$ cat src/rtl/imem_loader_if.sv
// Host-side bus between an instruction-memory loader and its environment.
// The master drives the load request and the source words. The slave
// (imem_loader) drives the imem write port and the status flags.
// The checksum signal exists only when IMEM_LOADER_CHECKSUM_EN is defined.
interface imem_loader_if #(
  parameter int ADDR_W = 9,
  parameter int DATA_W = 32
);
  logic              start;
  logic              abort;
  logic [ADDR_W-1:0] base_addr;
  logic [ADDR_W:0]   word_count;
  logic              in_valid;
  logic [DATA_W-1:0] in_data;
  logic              in_ready;
  logic              write_to_imem;
  logic [ADDR_W-1:0] addr_imem_host;
  logic [DATA_W-1:0] imem_data;
  logic              busy;
  logic              done;
  logic              error;
`ifdef IMEM_LOADER_CHECKSUM_EN
  logic [DATA_W-1:0] checksum;

  modport master (
    output start, abort, base_addr, word_count, in_valid, in_data,
    input  in_ready, write_to_imem, addr_imem_host, imem_data, busy, done, error, checksum
  );
  modport slave (
    input  start, abort, base_addr, word_count, in_valid, in_data,
    output in_ready, write_to_imem, addr_imem_host, imem_data, busy, done, error, checksum
  );
`else
  modport master (
    output start, abort, base_addr, word_count, in_valid, in_data,
    input  in_ready, write_to_imem, addr_imem_host, imem_data, busy, done, error
  );
  modport slave (
    input  start, abort, base_addr, word_count, in_valid, in_data,
    output in_ready, write_to_imem, addr_imem_host, imem_data, busy, done, error
  );
`endif
endinterface

$ cat src/rtl/imem_loader.sv
// Instruction-memory loader. It streams word_count source words into imem.
// The words are written from base_addr upward, one write per accepted word.
// Requests that would run past the top of imem are refused with a sticky
// error flag. Every accepted start ends with exactly one done pulse.
// Optional feature: define IMEM_LOADER_CHECKSUM_EN to add an XOR checksum
// of the words accepted since the last accepted start.
module imem_loader #(
  parameter int ADDR_W = 9,
  parameter int DATA_W = 32
) (
  input logic         clk,
  input logic         rst,
  imem_loader_if.slave bus
);
  localparam int CNT_W = ADDR_W + 1;
  localparam logic [CNT_W-1:0]  MEM_WORDS = {1'b1, {ADDR_W{1'b0}}};
  localparam logic [CNT_W-1:0]  CNT_ZERO  = {CNT_W{1'b0}};
  localparam logic [CNT_W-1:0]  CNT_ONE   = {{ADDR_W{1'b0}}, 1'b1};
  localparam logic [ADDR_W-1:0] PTR_ONE   = {{(ADDR_W-1){1'b0}}, 1'b1};

  typedef enum logic [1:0] {
    IDLE  = 2'd0,
    LOAD  = 2'd1,
    FLUSH = 2'd2
  } state_t;

  state_t            state_r;
  logic [ADDR_W-1:0] ptr_r;
  logic [CNT_W-1:0]  cnt_r;
  logic [ADDR_W-1:0] addr_r;
  logic [DATA_W-1:0] data_r;
  logic              wr_r;
  logic              busy_r;
  logic              done_r;
  logic              error_r;
  logic [CNT_W-1:0]  end_addr_s;
  logic              accept_s;
`ifdef IMEM_LOADER_CHECKSUM_EN
  logic [DATA_W-1:0] checksum_r;
`endif

  // One past the last requested address. It is one bit wider than the
  // address, so a load that ends exactly at the top of imem is legal.
  assign end_addr_s = {1'b0, bus.base_addr} + bus.word_count;

  // in_ready depends combinationally on abort, so an aborting cycle
  // can never also accept a word.
  assign bus.in_ready = (state_r == LOAD) && !bus.abort;
  assign accept_s     = bus.in_valid && bus.in_ready;

  assign bus.write_to_imem  = wr_r;
  assign bus.addr_imem_host = addr_r;
  assign bus.imem_data      = data_r;
  assign bus.busy           = busy_r;
  assign bus.done           = done_r;
  assign bus.error          = error_r;
`ifdef IMEM_LOADER_CHECKSUM_EN
  assign bus.checksum       = checksum_r;
`endif

  // Control FSM together with the registered imem write port and status flags.
  always_ff @(posedge clk) begin
    if (rst) begin
      state_r    <= IDLE;
      ptr_r      <= {ADDR_W{1'b0}};
      cnt_r      <= CNT_ZERO;
      addr_r     <= {ADDR_W{1'b0}};
      data_r     <= {DATA_W{1'b0}};
      wr_r       <= 1'b0;
      busy_r     <= 1'b0;
      done_r     <= 1'b0;
      error_r    <= 1'b0;
`ifdef IMEM_LOADER_CHECKSUM_EN
      checksum_r <= {DATA_W{1'b0}};
`endif
    end else begin
      wr_r   <= 1'b0;
      done_r <= 1'b0;
      case (state_r)
        IDLE: begin
          if (bus.start) begin
            error_r <= 1'b0;
`ifdef IMEM_LOADER_CHECKSUM_EN
            checksum_r <= {DATA_W{1'b0}};
`endif
            if (bus.word_count == CNT_ZERO) begin
              done_r <= 1'b1;
            end else if (end_addr_s > MEM_WORDS) begin
              error_r <= 1'b1;
              done_r  <= 1'b1;
            end else begin
              state_r <= LOAD;
              busy_r  <= 1'b1;
              ptr_r   <= bus.base_addr;
              cnt_r   <= bus.word_count;
            end
          end else begin
            state_r <= IDLE;
          end
        end
        LOAD: begin
          if (bus.abort) begin
            state_r <= IDLE;
            busy_r  <= 1'b0;
            done_r  <= 1'b1;
          end else if (accept_s) begin
            wr_r   <= 1'b1;
            addr_r <= ptr_r;
            data_r <= bus.in_data;
            ptr_r  <= ptr_r + PTR_ONE;
            cnt_r  <= cnt_r - CNT_ONE;
`ifdef IMEM_LOADER_CHECKSUM_EN
            checksum_r <= checksum_r ^ bus.in_data;
`endif
            if (cnt_r == CNT_ONE) begin
              state_r <= FLUSH;
            end else begin
              state_r <= LOAD;
            end
          end else begin
            state_r <= LOAD;
          end
        end
        FLUSH: begin
          state_r <= IDLE;
          busy_r  <= 1'b0;
          done_r  <= 1'b1;
        end
        default: begin
          state_r <= IDLE;
          busy_r  <= 1'b0;
        end
      endcase
    end
  end
endmodule

$ cat src/flat_wrapper.sv
// flat-port wrapper written by rule: the top's interface ports become plain ports
module imem_loader_flat 
#(
  parameter int ADDR_W = 9,
  parameter int DATA_W = 32
)
  (clk, rst, bus_start, bus_abort, bus_base_addr, bus_word_count, bus_in_valid, bus_in_data, bus_in_ready, bus_write_to_imem, bus_addr_imem_host, bus_imem_data, bus_busy, bus_done, bus_error);
  imem_loader_if #(.ADDR_W(ADDR_W), .DATA_W(DATA_W)) bus_i ();
  input logic clk;
  input logic rst;
  input wire logic [$bits(bus_i.start)-1:0] bus_start;
  input wire logic [$bits(bus_i.abort)-1:0] bus_abort;
  input wire logic [$bits(bus_i.base_addr)-1:0] bus_base_addr;
  input wire logic [$bits(bus_i.word_count)-1:0] bus_word_count;
  input wire logic [$bits(bus_i.in_valid)-1:0] bus_in_valid;
  input wire logic [$bits(bus_i.in_data)-1:0] bus_in_data;
  output wire logic [$bits(bus_i.in_ready)-1:0] bus_in_ready;
  output wire logic [$bits(bus_i.write_to_imem)-1:0] bus_write_to_imem;
  output wire logic [$bits(bus_i.addr_imem_host)-1:0] bus_addr_imem_host;
  output wire logic [$bits(bus_i.imem_data)-1:0] bus_imem_data;
  output wire logic [$bits(bus_i.busy)-1:0] bus_busy;
  output wire logic [$bits(bus_i.done)-1:0] bus_done;
  output wire logic [$bits(bus_i.error)-1:0] bus_error;
  assign bus_i.start = bus_start;
  assign bus_i.abort = bus_abort;
  assign bus_i.base_addr = bus_base_addr;
  assign bus_i.word_count = bus_word_count;
  assign bus_i.in_valid = bus_in_valid;
  assign bus_i.in_data = bus_in_data;
  assign bus_in_ready = bus_i.in_ready;
  assign bus_write_to_imem = bus_i.write_to_imem;
  assign bus_addr_imem_host = bus_i.addr_imem_host;
  assign bus_imem_data = bus_i.imem_data;
  assign bus_busy = bus_i.busy;
  assign bus_done = bus_i.done;
  assign bus_error = bus_i.error;
  imem_loader #(.ADDR_W(ADDR_W), .DATA_W(DATA_W)) u_core (.clk(clk), .rst(rst), .bus(bus_i));
endmodule
$ cat config.mk
export PLATFORM = sky130hd
export DESIGN_NAME = imem_loader_flat
export DESIGN_NICKNAME = d
export VERILOG_FILES = /design/src/rtl/imem_loader_if.sv /design/src/rtl/imem_loader.sv /design/src/flat_wrapper.sv
export SDC_FILE = /design/constraint.sdc
export NUM_CORES = 1
export LEC_CHECK = 0
export ABC_AREA = 1
export CAP_MARGIN = 20
export CORE_MARGIN = 4
export CORE_UTILIZATION = 45
export CTS_CLUSTER_SIZE = 12
export DETAILED_ROUTE_END_ITERATION = 12
export PLACE_DENSITY = 0.81
export SLEW_MARGIN = 20
export SYNTH_ARGS = -nofsm -noshare
export SYNTH_HDL_FRONTEND = slang
export SYNTH_SLANG_ARGS = --single-unit
$ cat constraint.sdc
create_clock -name clk -period 4.6 [get_ports clk]
set_input_delay 0.92 -clock clk [delete_from_list [all_inputs] [get_ports clk]]
set_output_delay 0.92 -clock clk [all_outputs]
set_load 0.005 [all_outputs]
# After elaboration in Yosys (flattened, before gate mapping)
# Cells that the tools add are included.
op_classes:
  n_addsub: 3
  order_cmp: 1
  eq_ne: 11
  mux: 31
  bitwise_logic: 2
  reduce_logical: 12
op_table:
  columns: ["op", "n"]
  rows:
  - ["$mux 10", 5]
  - ["$mux 9", 5]
  - ["$pmux 10 s2", 1]
  - ["$pmux 9 s2", 1]
  - ["$mux 2", 6]
  - ["$add 9x10->10", 1]
  - ["$eq 10x1->1 const B", 1]
  - ["$gt 10x10->1 const B", 1]
  - ["$logic_not 10->1", 1]
  - ["$mux 1", 10]
  - ["$ne 2x2->1 const B", 5]
  - ["$sub 10x1->10 const B", 1]
  - ["$add 9x1->9 const B", 1]
  - ["$ne 3x3->1 const B", 2]
  - ["$reduce_and 6->1", 1]
  - ["$pmux 2 s2", 1]
  - ["$reduce_and 2->1", 2]
  - ["$reduce_and 4->1", 1]
  - ["$pmux 1 s3", 1]
  - ["$reduce_and 3->1", 1]
  - ["$reduce_or 3->1", 1]
  - ["$eq 2x1->1 const B", 1]
  - ["$eq 2x2->1 const B", 1]
  - ["$logic_and 1x1->1", 2]
  - ["6 further kinds", 7]
word_totals:
  reg_bits: 66
  inputBits: 56
  output_inout_bits: 46

# Logic depth before layout (Yosys ltp)
# Gate-level depths: netlist of the first run.
depth:
  depth_word: 6
  depth_mapped: 18
  ltp_nobuf: 18

# Least setup slack after synthesis of the first run
# Ideal clock, no wire load.
synth_path:
  kind: "in2reg"
  startpoint: "in bus_word_count[0]"
  endpoint: "reg u_core.ptr_r[3]"
  setup_time_ns: 0.113
  arrival_ns: 2.582
  setup_slack_ns: 1.905
  path_stages: 16
  path_cell_list: "ha_1 > inv_1 > fa_1 > inv_1 > nand2_1 > nand2_1 > nand3_1 > nand2_1 > nand3_1 > nor2_1 > nand3_2 > nand3_2 > nand2_4 > buf_4 > nor2_1 > nor2_1"
synth_between:
  elab_chain_cells: 4
  word_cells_on_any_way: 6
synth_rtl:
  columns: ["item", "line_no", "rtl"]
  rows:
  - ["from (decl)", "flat_wrapper.sv:14", "input wire logic [$bits(bus_i.word_count)-1:0] bus_word_count;"]
  - ["$add 9x10->10", "imem_loader.sv:44", "assign end_addr_s = {1'b0, bus.base_addr} + bus.word_count;"]
  - ["$gt 10x10->1", "imem_loader.sv:88", "end else if (end_addr_s > MEM_WORDS) begin"]
  - ["$ne 2x2->1 (no line)", null, null]
  - ["$reduce_and 6->1 (no line) *", null, null]
  - ["to (signal assigned)", "imem_loader.sv:65", "ptr_r <= {ADDR_W{1'b0}};"]
  - ["to (signal assigned)", "imem_loader.sv:94", "ptr_r <= bus.base_addr;"]
  - ["to (signal assigned)", "imem_loader.sv:110", "ptr_r <= ptr_r + PTR_ONE;"]
  - ["to (decl)", "imem_loader.sv:28", "logic [ADDR_W-1:0] ptr_r;"]
# Mark *: on every way between the ends. The rest lies on a longest branch, timed or not.
# A chain may end at the register's enable or synchronous reset.

# Final worst setup path of the first run
layout_path:
  startpoint: "in bus_base_addr[0]"
  endpoint: "reg u_core.cnt_r[4]"
layout_between:
  elab_chain_cells: 4
layout_rtl:
  columns: ["item", "line_no", "rtl"]
  rows:
  - ["from (decl)", "flat_wrapper.sv:13", "input wire logic [$bits(bus_i.base_addr)-1:0] bus_base_addr;"]
  - ["$add 9x10->10", "imem_loader.sv:44", null]
  - ["$gt 10x10->1", "imem_loader.sv:88", null]
  - ["$ne 2x2->1 (no line)", null, null]
  - ["$reduce_and 6->1 (no line)", null, null]
  - ["to (signal assigned)", "imem_loader.sv:95", "cnt_r <= bus.word_count;"]
  - ["to (signal assigned)", "imem_loader.sv:111", "cnt_r <= cnt_r - CNT_ONE;"]
  - ["to (decl)", "imem_loader.sv:29", "logic [CNT_W-1:0] cnt_r;"]
# Every way passes these cells.

==> summary.txt, run 1 <==
Finish
  • Post-route cell area: ~0.0048 mm2
  • Synthesis-to-finish area growth: 35.8%
  • Fraction of layout cells with a size suffix above 1: 0.0473
  • Storage element area: around 0.0013 mm2
  • Multi-input logic area: 0.00188 mm2
  • Nets: roughly 700
  • N_diodes: 0
  • Fillers: around 650
  • Final Instance Count excl. Fillers: 733

Die
  • I/O pins: around 100
  • Row count: 31
  • Die Wd: 96.4 um
  • Die area: approximately 0.0093 mm2
  • Initial Util: 0.475
  • Core area: roughly 0.0074 mm2
  • Die height: just under 100 um

Global routing
  • Initial antenna violation count: 0
  • Largest net degree at the start of global routing: 50
  • All-layer global routing usage: 0.211
  • Vias in the first global route: approximately 3300
  • Global route overflow: 0
  • Global-route wire length before repair: around 15000 um

Setup path
  • CP Launch Type: input port
  • Crit path kind: input port to flip-flop
  • Slowest cell delay on critical path: around 0.5 ns
  • Top delay family on crit path: simple AND/OR/NAND/NOR gates
  • WP data required: ~4.9 ns
  • Highest-delay cell along the critical path: clkdlybuf4s50_1
  • Crit path cell chain: clkdlybuf4s50_1, ha_1, inv_1, fa_1, inv_1, nand2_1, nand2_1, nand3_1, nand2_1, nand2_1, nand2_1, inv_1, nand3_2, nand3_2, nand2_4, nand2_1, nand2_1, nor2_1
  • Data arrival, critical path: 3.47 ns
  • Top cell by count, worst path: nand2_1
  • Setup crit end kind: flip-flop
  • CP bufs+invs: 4
  • Crit path max fanout: 26

Timing
  • RSZ-0062 raised after global routing: no
  • Final setup vio count: 0
  • Max_slew headroom: 0.535
  • Final-report max-slew violation count: 0
  • Minimum clock period: between 3 and 4 ns
  • Crit share post-route: 0.699
  • Worst-Margin Slew: just under 0.7 ns
  • Final hold vios: 0
  • Clock Skew: ~0.0055 ns
  • Fmax: slightly above 0.3 GHz
  • Setup TNS: 0 ns

Yosys
  • Synth top area share: 0.376
  • Syn nets: just over 600
  • Warnings, synthesis: 0
  • Yosys top cell by area: dfxtp_1
  • Mean post-synth cell area: around 6.6 um2
  • Synth unique cells: 30
  • Cell area after synthesis: about 0.0035 mm2
  • Top post-synthesis cells by area: dfxtp_1 38%, nor2_1 14%, nand2_1 11%
  • Sequential cell area fraction in the yosys report: 0.376
  • Cells after synthesis: about 540
  • Post-synthesis register bit count: 66

Place
  • RePlAce Congestion: approximately 0.95
  • # port buffers: 101
  • Dpl cells: 717
  • Post-placement cell area: between 0.004 and 0.005 mm2
  • DP Wirelength: a little over 7000 um

Status
  • Status: finished, final reports clean

Pwr
  • PD cells: ~310 mW/mm2
  • Static Leak: approximately 0.0021 uW
  • Worst VDD drop: 0.000276 V

Drt
  • Initial DRT Pass Iterations: 5
  • Routed WL: roughly 9600 um
  • Vias/cell: a little over 5
  • DR WL/cell: 13.0 um
  • ANT nets after route: 0
  • DRT iter0 DRCs: between 200 and 250
  • Residual DRC: 0
  • Routed vias: 3699

CTS
  • H-tree Lvls: 3
  • CTS resizes: 0
  • Clk Latency, worst-skew pair: 0.35 ns
  • TritonCTS clock tree: yes
  • CTS Root Cell: clkbuf_8
  • Clock tree sinks: 66
  • Total CTS buffers: 9
  • Setup Buffers After CTS: 0
  • Cts hold-fix bufs: 0
  • Worst-path clk slew: ~0.070 ns
  • Clock Path Buffers: 2

Flow run
  • Max_cap viols: 0

Worst hold path
  • HP Class: flip-flop to flip-flop
[synthesized netlist by cell type, drive strengths merged]
cell    count
a21oi      30
a31oi       1
buf        11
clkbuf     10
dfxtp      66
fa          1
ha         12
inv        58
nand2     109
nand3      24
nand3b      4
nand4       4
nor2      129
nor3        6
nor4        2
o21a        1
o21ai      58
o31ai       1
or2         1
xnor2       1
xor2        7
[metrics by stage]
step | power (uW) | hold slack (ns) | utilization | setup WS [ns]
2_1_floorplan | 870 | 0.454 | - | 1.91
3_3_place_gp | 989 | 0.460 | 0.616 | 1.14
3_5_place_dp | 1000 | 0.471 | 0.616 | 1.06
4_1_cts | 1520 | 0.487 | 0.645 | 1.41
5_1_grt | 1590 | 0.519 | 0.645 | 1.08
6_report | 1500 | 0.483 | 0.645 | 1.38
[cell usage in the layout (no fill, tap or decap), types with 2 or more instances in the layout]
| cell type | Yosys | layout |
|---|---|---|
| inv_2 | 3 | 3 |
| clkbuf_8 | 0 | 11 |
| nand3_2 | 3 | 3 |
| o21ai_0 | 57 | 57 |
| clkinvlp_4 | 0 | 3 |
| a21oi_1 | 30 | 30 |
| buf_4 | 1 | 2 |
| nand3_1 | 21 | 21 |
| nor3_1 | 6 | 6 |
| dfxtp_1 | 66 | 66 |
| nand3b_1 | 4 | 4 |
| nand4_1 | 4 | 4 |
| nand2_1 | 107 | 107 |
| xor2_1 | 7 | 7 |
| inv_1 | 54 | 54 |
| nor2_1 | 127 | 127 |
| ha_1 | 12 | 12 |
| nand2_4 | 2 | 2 |
| nor4_1 | 2 | 2 |
| clkdlybuf4s50_1 | 0 | 101 |
[state kept, by name (all words and copies together) (netlist names)]
name	cells
u_core.bus.addr_imem_host	9
u_core.state_r	2
u_core.bus.done	1
u_core.bus.error	1
u_core.bus.busy	1
u_core.bus.imem_data	32
u_core.ptr_r	9
u_core.cnt_r	10
u_core.bus.write_to_imem	1
[path summary, 6_finish.rpt]
kind                                          startpoint  slack [ns]                       end  cells past startpoint
worst max register to register         u_core.state_r[0]        2.29           u_core.cnt_r[4]                     12
worst min register to register  u_core.bus.imem_data[23]        0.48  u_core.bus.imem_data[23]                      2
worst min-delay path            u_core.bus.imem_data[23]        0.48  u_core.bus.imem_data[23]                      2
worst max-delay path                    bus_base_addr[0]        1.38           u_core.cnt_r[4]                     18
[report_power, final]
part / leakage [uW] / switching [uW] / internal [uW]
Combinational: 0.00149 / 194 / 160
Sequential: 0.000539 / 28.2 / 609
Clock: 0.0000982 / 230 / 281
Total: 0.00213 / 453 / 1050
[layer usage]
layer / vias to the layer above / GRT usage / routed length [um]
met5: - / 0 / 0
li1: 1885 / - / -
met2: 83 / 0.366 / 4990
met1: 1707 / 0.251 / 3910
met4: 0 / 0.0783 / 253
met3: 24 / 0.0519 / 415
[cell type report]
type / count / area share
Tap cell: 99 / 0.0259
Timing Repair Buffer: 103 / 0.215
Inverter: 58 / 0.0461
Clock inverter: 5 / 0.0128
Multi-Input combinational cell: 391 / 0.392
Sequential cell: 66 / 0.276
Clock buffer: 11 / 0.0317
[cells by family after synthesis]
| logic type | count (synthesis) | share of synthesized area |
|---|---|---|
| AND/OR/NAND/NOR | 279 | 0.334 |
| AO/OA/AOI/OAI | 91 | 0.131 |
| buffers and inverters | 79 | 0.0914 |
| flip-flops | 66 | 0.376 |
| adder cells (fa/ha/maj) | 13 | 0.0484 |
| XOR/XNOR | 8 | 0.0199 |
[worst min-delay path, stage by stage (launching register included)]
cell,delay [ns]
dfxtp_1,0.33
nor2_1,0.05
nor2_1,0.08
No activity file was read; power rests on OpenSTA's default activity.
==> inputs of run 2 (changes only) <==
Settings changed: CORE_UTILIZATION 45 to 43.
Clock period 4.6 ns to 2.78 ns, I/O delays scaled along.
==> run 2 against run 1 <==
Cell area rose by 2.5%. Global-route usage decreased by 1.4 points. First-iteration DRC count shrank 16%. Combinational power increased by 74%. Register-to-register slack got worse by 1.3 ns. Via count grew 0.49%. Flip-flop and latch count is the same. Clock skew up 0.0027 ns. Highest routed layer unchanged. Critical path type unchanged. Non-clock buffer count up 11. Core utilization is 2.1 points lower. Final cell count is 1.9% higher. Worst setup slack got worse by 1.3 ns.
==> summary.txt, run 2 (synthesized netlist as in run 1, its figures left out) <==
Setup path
  • Top cell by count, worst path: nand2_1
  • R2R Setup Slk: 1.02 ns (-1.27 ns)
  • WP data required: 3.03 ns (-1.82 ns)
  • Slowest cell delay on critical path: 0.49 ns (about the same)
  • Reg2Reg Launch Point: u_core.state_r[0]
  • Reg2reg end: u_core.cnt_r[4]
  • R2R depth: 12 (unchanged)
  • CP bufs+invs: 5 (+1)
  • Critical path destination: u_core.bus.done
  • Top delay family on crit path: simple AND/OR/NAND/NOR gates
  • Crit path cell chain: clkdlybuf4s50_1, ha_2, inv_1, fa_2, inv_1, nand2_1, nand2_2, nand3_1, nand2_1, nand3_1, nor2_1, nand3_2, buf_4, nand2_1, nand2_1, nand2_1, nand2_1, nand2_1, inv_1
  • Crit path kind: input port to flip-flop
  • Crit path max fanout: 4 (-85%)
  • CP Launch Type: input port
  • Highest-delay cell along the critical path: clkdlybuf4s50_1
  • Data arrival, critical path: 2.90 ns (-0.57 ns)
  • Setup crit end kind: flip-flop
  • Worst path depth: 19 (+1)
  • Crit. Startpoint: bus_word_count[0]

Finish
  • Final Instance Count excl. Fillers: 747 (+1.9%)
  • Max FFs per register: 32 (unchanged)
  • Commonest non-fill, non-tap cells in the layout: 126 x nor2_1, 106 x nand2_1, 100 x clkdlybuf4s50_1, 66 x dfxtp_1, 57 x o21ai_0
  • Fraction of layout cells with a size suffix above 1: 0.0698 (+0.0224)
  • Final core occ: 0.624 (-0.0210)
  • N_diodes: 0 (unchanged)
  • Synthesis-to-finish area growth: 39.2%
  • Nets: 709 (+1.6%)
  • Fillers: 691 (+6.8%)
  • Commonest non-fill, non-tap cell in the layout: nor2_1

Worst hold path
  • HP Class: flip-flop to flip-flop

CTS
  • Worst-path clk slew: 0.08 ns (about the same)
  • Clk Latency, worst-skew pair: 0.34 ns (about the same)
  • H-tree Lvls: 3 (unchanged)
  • Cts hold-fix bufs: 0 (unchanged)
  • TritonCTS clock tree: yes
  • Clock Path Buffers: 2 (unchanged)
  • CTS Root Cell: clkbuf_8
  • Clock tree sinks: 66 (unchanged)
  • Total CTS buffers: 9 (unchanged)

Timing
  • Clock Skew: 0.00815 ns (+0.00268 ns)
  • Minimum clock period: 2.66 ns
  • Final hold vios: 0 (unchanged)
  • Setup TNS: 0 ns (unchanged)
  • Max_slew headroom: 0.699 (+0.163)
  • Final-report max-slew violation count: 0 (unchanged)
  • Final setup vio count: 0 (unchanged)
  • Crit share post-route: 0.955
  • Worst-Margin Slew: 0.452 ns (-0.244 ns)
  • Post-route setup slack: 0.125 ns (-1.26 ns)
  • Fmax: between 0.3 and 0.4 GHz
  • RSZ-0062 raised after global routing: no

Global routing
  • Global route overflow: 0 (unchanged)
  • Global-route wire length before repair: 16000 um (+4.7%)
  • Largest net degree at the start of global routing: 50 (unchanged)
  • All-layer global routing usage: 0.196 (-0.0143)
  • Vias in the first global route: 3475 (+4.5%)
  • Initial antenna violation count: 0 (unchanged)

Die
  • I/O pins: 102 (unchanged)
  • Die area: 0.00969 mm2 (+4.3%)
  • Die Wd: 98.5 um (+2.1%)
  • Die height: 98.5 um (+2.1%)
  • Core area: 0.00785 mm2 (+5.9%)
  • Initial Util: 0.448 (-0.0266)
  • Row count: 32 (+3.2%)

Place
  • # port buffers: 101 (unchanged)
  • DP Wirelength: 7400 um (+2.1%)
  • Post-place setup slack: -0.245 ns (-1.30 ns)
  • Dpl cells: 730 (+1.8%)
  • RePlAce Congestion: 0.883 (-7.0%)

Drt
  • Vias/cell: 4.98 (-1.4%)
  • Residual DRC: 0 (unchanged)
  • DRT iter0 DRCs: 198 (-16%)
  • ANT nets after route: 0 (unchanged)
  • Routed vias: 3717 (+0.49%)
  • Initial DRT Pass Iterations: 6 (+1)
  • Routed WL: 9790 um (+2.3%)
  • DR WL/cell: 13.1 um (+0.40%)

Pwr
  • Tot Pwr: 2520 uW (+68%)
  • Static Leak: 0.00219 uW (+2.8%)
  • Worst VDD drop: 0.000461 V (+67%)
  • PD cells: 514 mW/mm2 (+64%)

Status
  • Status: finished, final reports clean

Flow run
  • Max_cap viols: 0 (unchanged)
[run 2: metal layers]
metal,vias up,global-route usage,wire [um]
met3,24,0.0446,471
met5,-,0,0
met2,116,0.352,5040
li1,1901,-,-
met4,0,0.0599,214
met1,1676,0.233,4060
[run 2: worst min path at each step]
stage,cells past startpoint,slack [ns],to,startpoint
after floorplan,2,0.45,u_core.bus.error,u_core.bus.error
after global routing,2,0.50,u_core.bus.error,u_core.bus.error
after CTS,2,0.47,u_core.bus.error,u_core.bus.error
after detailed placement,2,0.46,u_core.bus.error,u_core.bus.error
final,2,0.47,u_core.bus.error,u_core.bus.error
after global placement,2,0.46,u_core.bus.error,u_core.bus.error
[run 2: per-stage QoR]
step / cell area [um2] / hold WS, ns
6_report: 4900 / 0.471
5_1_grt: 4900 / 0.500
4_1_cts: 4860 / 0.474
3_5_place_dp: 4650 / 0.464
3_3_place_gp: 4650 / 0.459
2_1_floorplan: 3520 / 0.454
[run 2: what timing repair did]
action	CTS	global route
gates resized for setup	0	8
setup endpoints to repair	0	23
setup buffers	0	1
[run 2: where the power goes]
group | internal [uW] | switching, uW | total (uW)
Combinational | 282 | 335 | 617
Clock | 466 | 382 | 848
Sequential | 1010 | 47.4 | 1060
[run 2: cell type report]
type	count	area (um2)	area share
clock buffers	11	151	0.0309
clock inverters	5	61.3	0.0125
inverters	58	220	0.0450
multi-input cells	391	1900	0.388
flip-flops and latches	66	1320	0.270
well taps	102	128	0.0261
repair buffers	114	1110	0.228
[run 2: worst reg2reg max path, cell delays in order, from the launching register on]
cell and delay [ns]:
dfxtp_1 0.39, inv_2 0.10, nor2_4 0.12, inv_4 0.12, nor2_8 0.13, nand2_4 0.06
inv_2 0.05, o21ai_1 0.08, inv_2 0.23, nand2_8 0.16, nand2_1 0.10, nand2_1 0.05
nor2_1 0.10
==> inputs of run 3 (changes only) <==
Settings changed: CORE_MARGIN 4 to default.
==> run 3 against run 2 <==
Core utilization grew 0.54 points. Sequential power is essentially flat. Power grew 2.9%. Clock skew shrank 0.0026 ns. Via count shrank 0.59%. Global-route usage grew 3.7 points. Cell area grew 0.36%. Clock-buffer cell count grew 1. Die area shrank 12%. Combinational power grew 1%. Hold slack is essentially flat. Largest power group unchanged.
==> summary.txt, run 3 (synthesized netlist as in run 1, its figures left out) <==
Pwr
  • Tot Pwr: 2590 uW (+2.9%)
  • Static Leak: 0.00222 uW (+1.3%)
  • PD cells: 527 mW/mm2 (+2.5%)
  • Worst VDD drop: 0.000443 V (-4.0%)

CTS
  • Total CTS buffers: 9 (unchanged)
  • H-tree Lvls: 3 (unchanged)
  • TritonCTS clock tree: yes
  • Clk Latency, worst-skew pair: 0.33 ns (about the same)
  • Worst-path clk slew: 0.06 ns (-0.02 ns)
  • Clock tree sinks: 66 (unchanged)
  • Cts hold-fix bufs: 0 (unchanged)
  • Clock Path Buffers: 2 (unchanged)
  • CTS Root Cell: clkbuf_8

Global routing
  • All-layer global routing usage: 0.233 (+0.0369)
  • Vias in the first global route: 3483 (+0.23%)
  • Initial antenna violation count: 0 (unchanged)
  • Global route overflow: 0 (unchanged)
  • Largest net degree at the start of global routing: 50 (unchanged)
  • Global-route wire length before repair: 15900 um (-0.26%)

Setup path
  • Critical path destination: u_core.ptr_r[0]
  • Slowest cell delay on critical path: 0.57 ns (+0.08 ns)
  • Crit path cell chain: clkdlybuf4s50_1, inv_1, fa_2, nand2_1, a21oi_1, nand3_1, nor2_2, nand3_2, nand3_2, buf_6, nand3b_1, nand2_1, nor2_1
  • Crit path max fanout: 12 (+8)
  • R2R depth: 11 (-1)
  • Data arrival, critical path: 2.73 ns (-0.17 ns)
  • R2R Setup Slk: 1.02 ns (about the same)
  • CP Launch Type: input port
  • Reg2Reg Launch Point: u_core.state_r[0]
  • Setup crit end kind: flip-flop
  • CP bufs+invs: 3 (-2)
  • Reg2reg end: u_core.ptr_r[7]
  • Top delay family on crit path: buffers and inverters
  • WP data required: 3.01 ns (-0.02 ns)
  • Crit path kind: input port to flip-flop
  • Worst path depth: 13 (-6)
  • Crit. Startpoint: bus_word_count[1]
  • Highest-delay cell along the critical path: fa_2

Die
  • I/O pins: 102 (unchanged)
  • Core area: 0.00781 mm2 (-0.51%)
  • Row count: 32 (unchanged)
  • Die Wd: 92.5 um (-6.1%)
  • Initial Util: 0.451 (+0.00230)
  • Die area: 0.00855 mm2 (-12%)
  • Die height: 92.5 um (-6.1%)

Worst hold path
  • HP Class: flip-flop to flip-flop

Timing
  • Crit share post-route: 0.901 (-0.0547)
  • Setup TNS: 0 ns (unchanged)
  • Worst-Margin Slew: 0.473 ns (+0.0218 ns)
  • Min Hold Slack: 0.471 ns (+0.000245 ns)
  • RSZ-0062 raised after global routing: no
  • Clock Skew: 0.00559 ns (-0.00256 ns)
  • Max_slew headroom: 0.684 (-0.0145)
  • Final-report max-slew violation count: 0 (unchanged)
  • Final setup vio count: 0 (unchanged)
  • Minimum clock period: 2.50 ns (-0.152 ns)
  • Fmax: 0.399 GHz (+6.1%)
  • Final hold vios: 0 (unchanged)

Drt
  • Residual DRC: 0 (unchanged)
  • Routed WL: 9830 um (+0.40%)
  • DR WL/cell: 13.2 um (+0.53%)
  • Initial DRT Pass Iterations: 5 (-1)
  • Routed vias: 3695 (-0.59%)
  • DRT iter0 DRCs: 214 (+8.1%)
  • Vias/cell: 4.95 (-0.46%)
  • ANT nets after route: 0 (unchanged)

Finish
  • N_diodes: 0 (unchanged)
  • Commonest non-fill, non-tap cells in the layout: 125 x nor2_1, 106 x nand2_1, 99 x clkdlybuf4s50_1, 66 x dfxtp_1, 57 x o21ai_0
  • Commonest non-fill, non-tap cell in the layout: nor2_1
  • Max FFs per register: 32 (unchanged)
  • Synthesis-to-finish area growth: 39.7%
  • Nets: 710 (+0.14%)
  • Fraction of layout cells with a size suffix above 1: 0.0699 (+0.000108)

Flow run
  • Max_cap viols: 0 (unchanged)

Status
  • Status: finished, final reports clean

Place
  • # port buffers: 101 (unchanged)
  • RePlAce Congestion: 0.909 (+3.0%)
  • DP Wirelength: 7200 um (-2.7%)
## run 3: how the worst min path moves through the flow
stage                           startpoint               end  slack, ns  cells after the start
after floorplan           u_core.bus.error  u_core.bus.error       0.45                      2
after global routing      u_core.bus.error  u_core.bus.error       0.50                      2
after global placement    u_core.bus.error  u_core.bus.error       0.46                      2
final                     u_core.bus.error  u_core.bus.error       0.47                      2
after CTS                 u_core.bus.error  u_core.bus.error       0.47                      2
after detailed placement  u_core.bus.error  u_core.bus.error       0.46                      2
## run 3: metrics by stage
stage / utilization / cells / area (um2) / setup slack, ns
5_1_grt: 0.630 / 746 / 4920 / 0.104
4_1_cts: 0.626 / 746 / 4890 / 0.148
2_1_floorplan: - / 536 / 3520 / 0.449
3_3_place_gp: 0.597 / 732 / 4660 / -0.122
6_report: 0.630 / 746 / 4920 / 0.276
3_5_place_dp: 0.597 / 732 / 4660 / -0.206
## run 3: repair_timing
action                                  4_1_cts  5_1_grt
setup buffers                                 0        0
gates resized for setup                       0        9
endpoints found under the setup margin        0       23
## run 3: per-layer routing
layer / vias up / part of all wire / track usage
met5: - / 0 / 0
met2: 107 / 0.50 / 0.411
met3: 20 / 0.052 / 0.0591
met4: 0 / 0.017 / 0.0599
li1: 1902 / - / -
met1: 1666 / 0.43 / 0.280
## run 3: area by class of cell
type | count | area (um2)
Inverter | 58 | 220
Tap cell | 102 | 128
Clock buffer | 12 | 165
Clock inverter | 2 | 60.1
Fill cell | 699 | 2890
Sequential cell | 66 | 1320
Timing Repair Buffer | 115 | 1120
Multi-Input combinational cell | 391 | 1900
## run 3: power by group
part           internal (uW)  switching [uW]  leakage, uW
Clock                    569             344     0.000115
Combinational            283             340      0.00156
Sequential              1010            48.1     0.000539
## run 3: worst register-to-register path: cells and delay by family, from the launching register on
family	cells	cell delay [ns]
simple gates	6	0.69
compound gates	1	0.07
flops	1	0.40
buf+inv	4	0.51
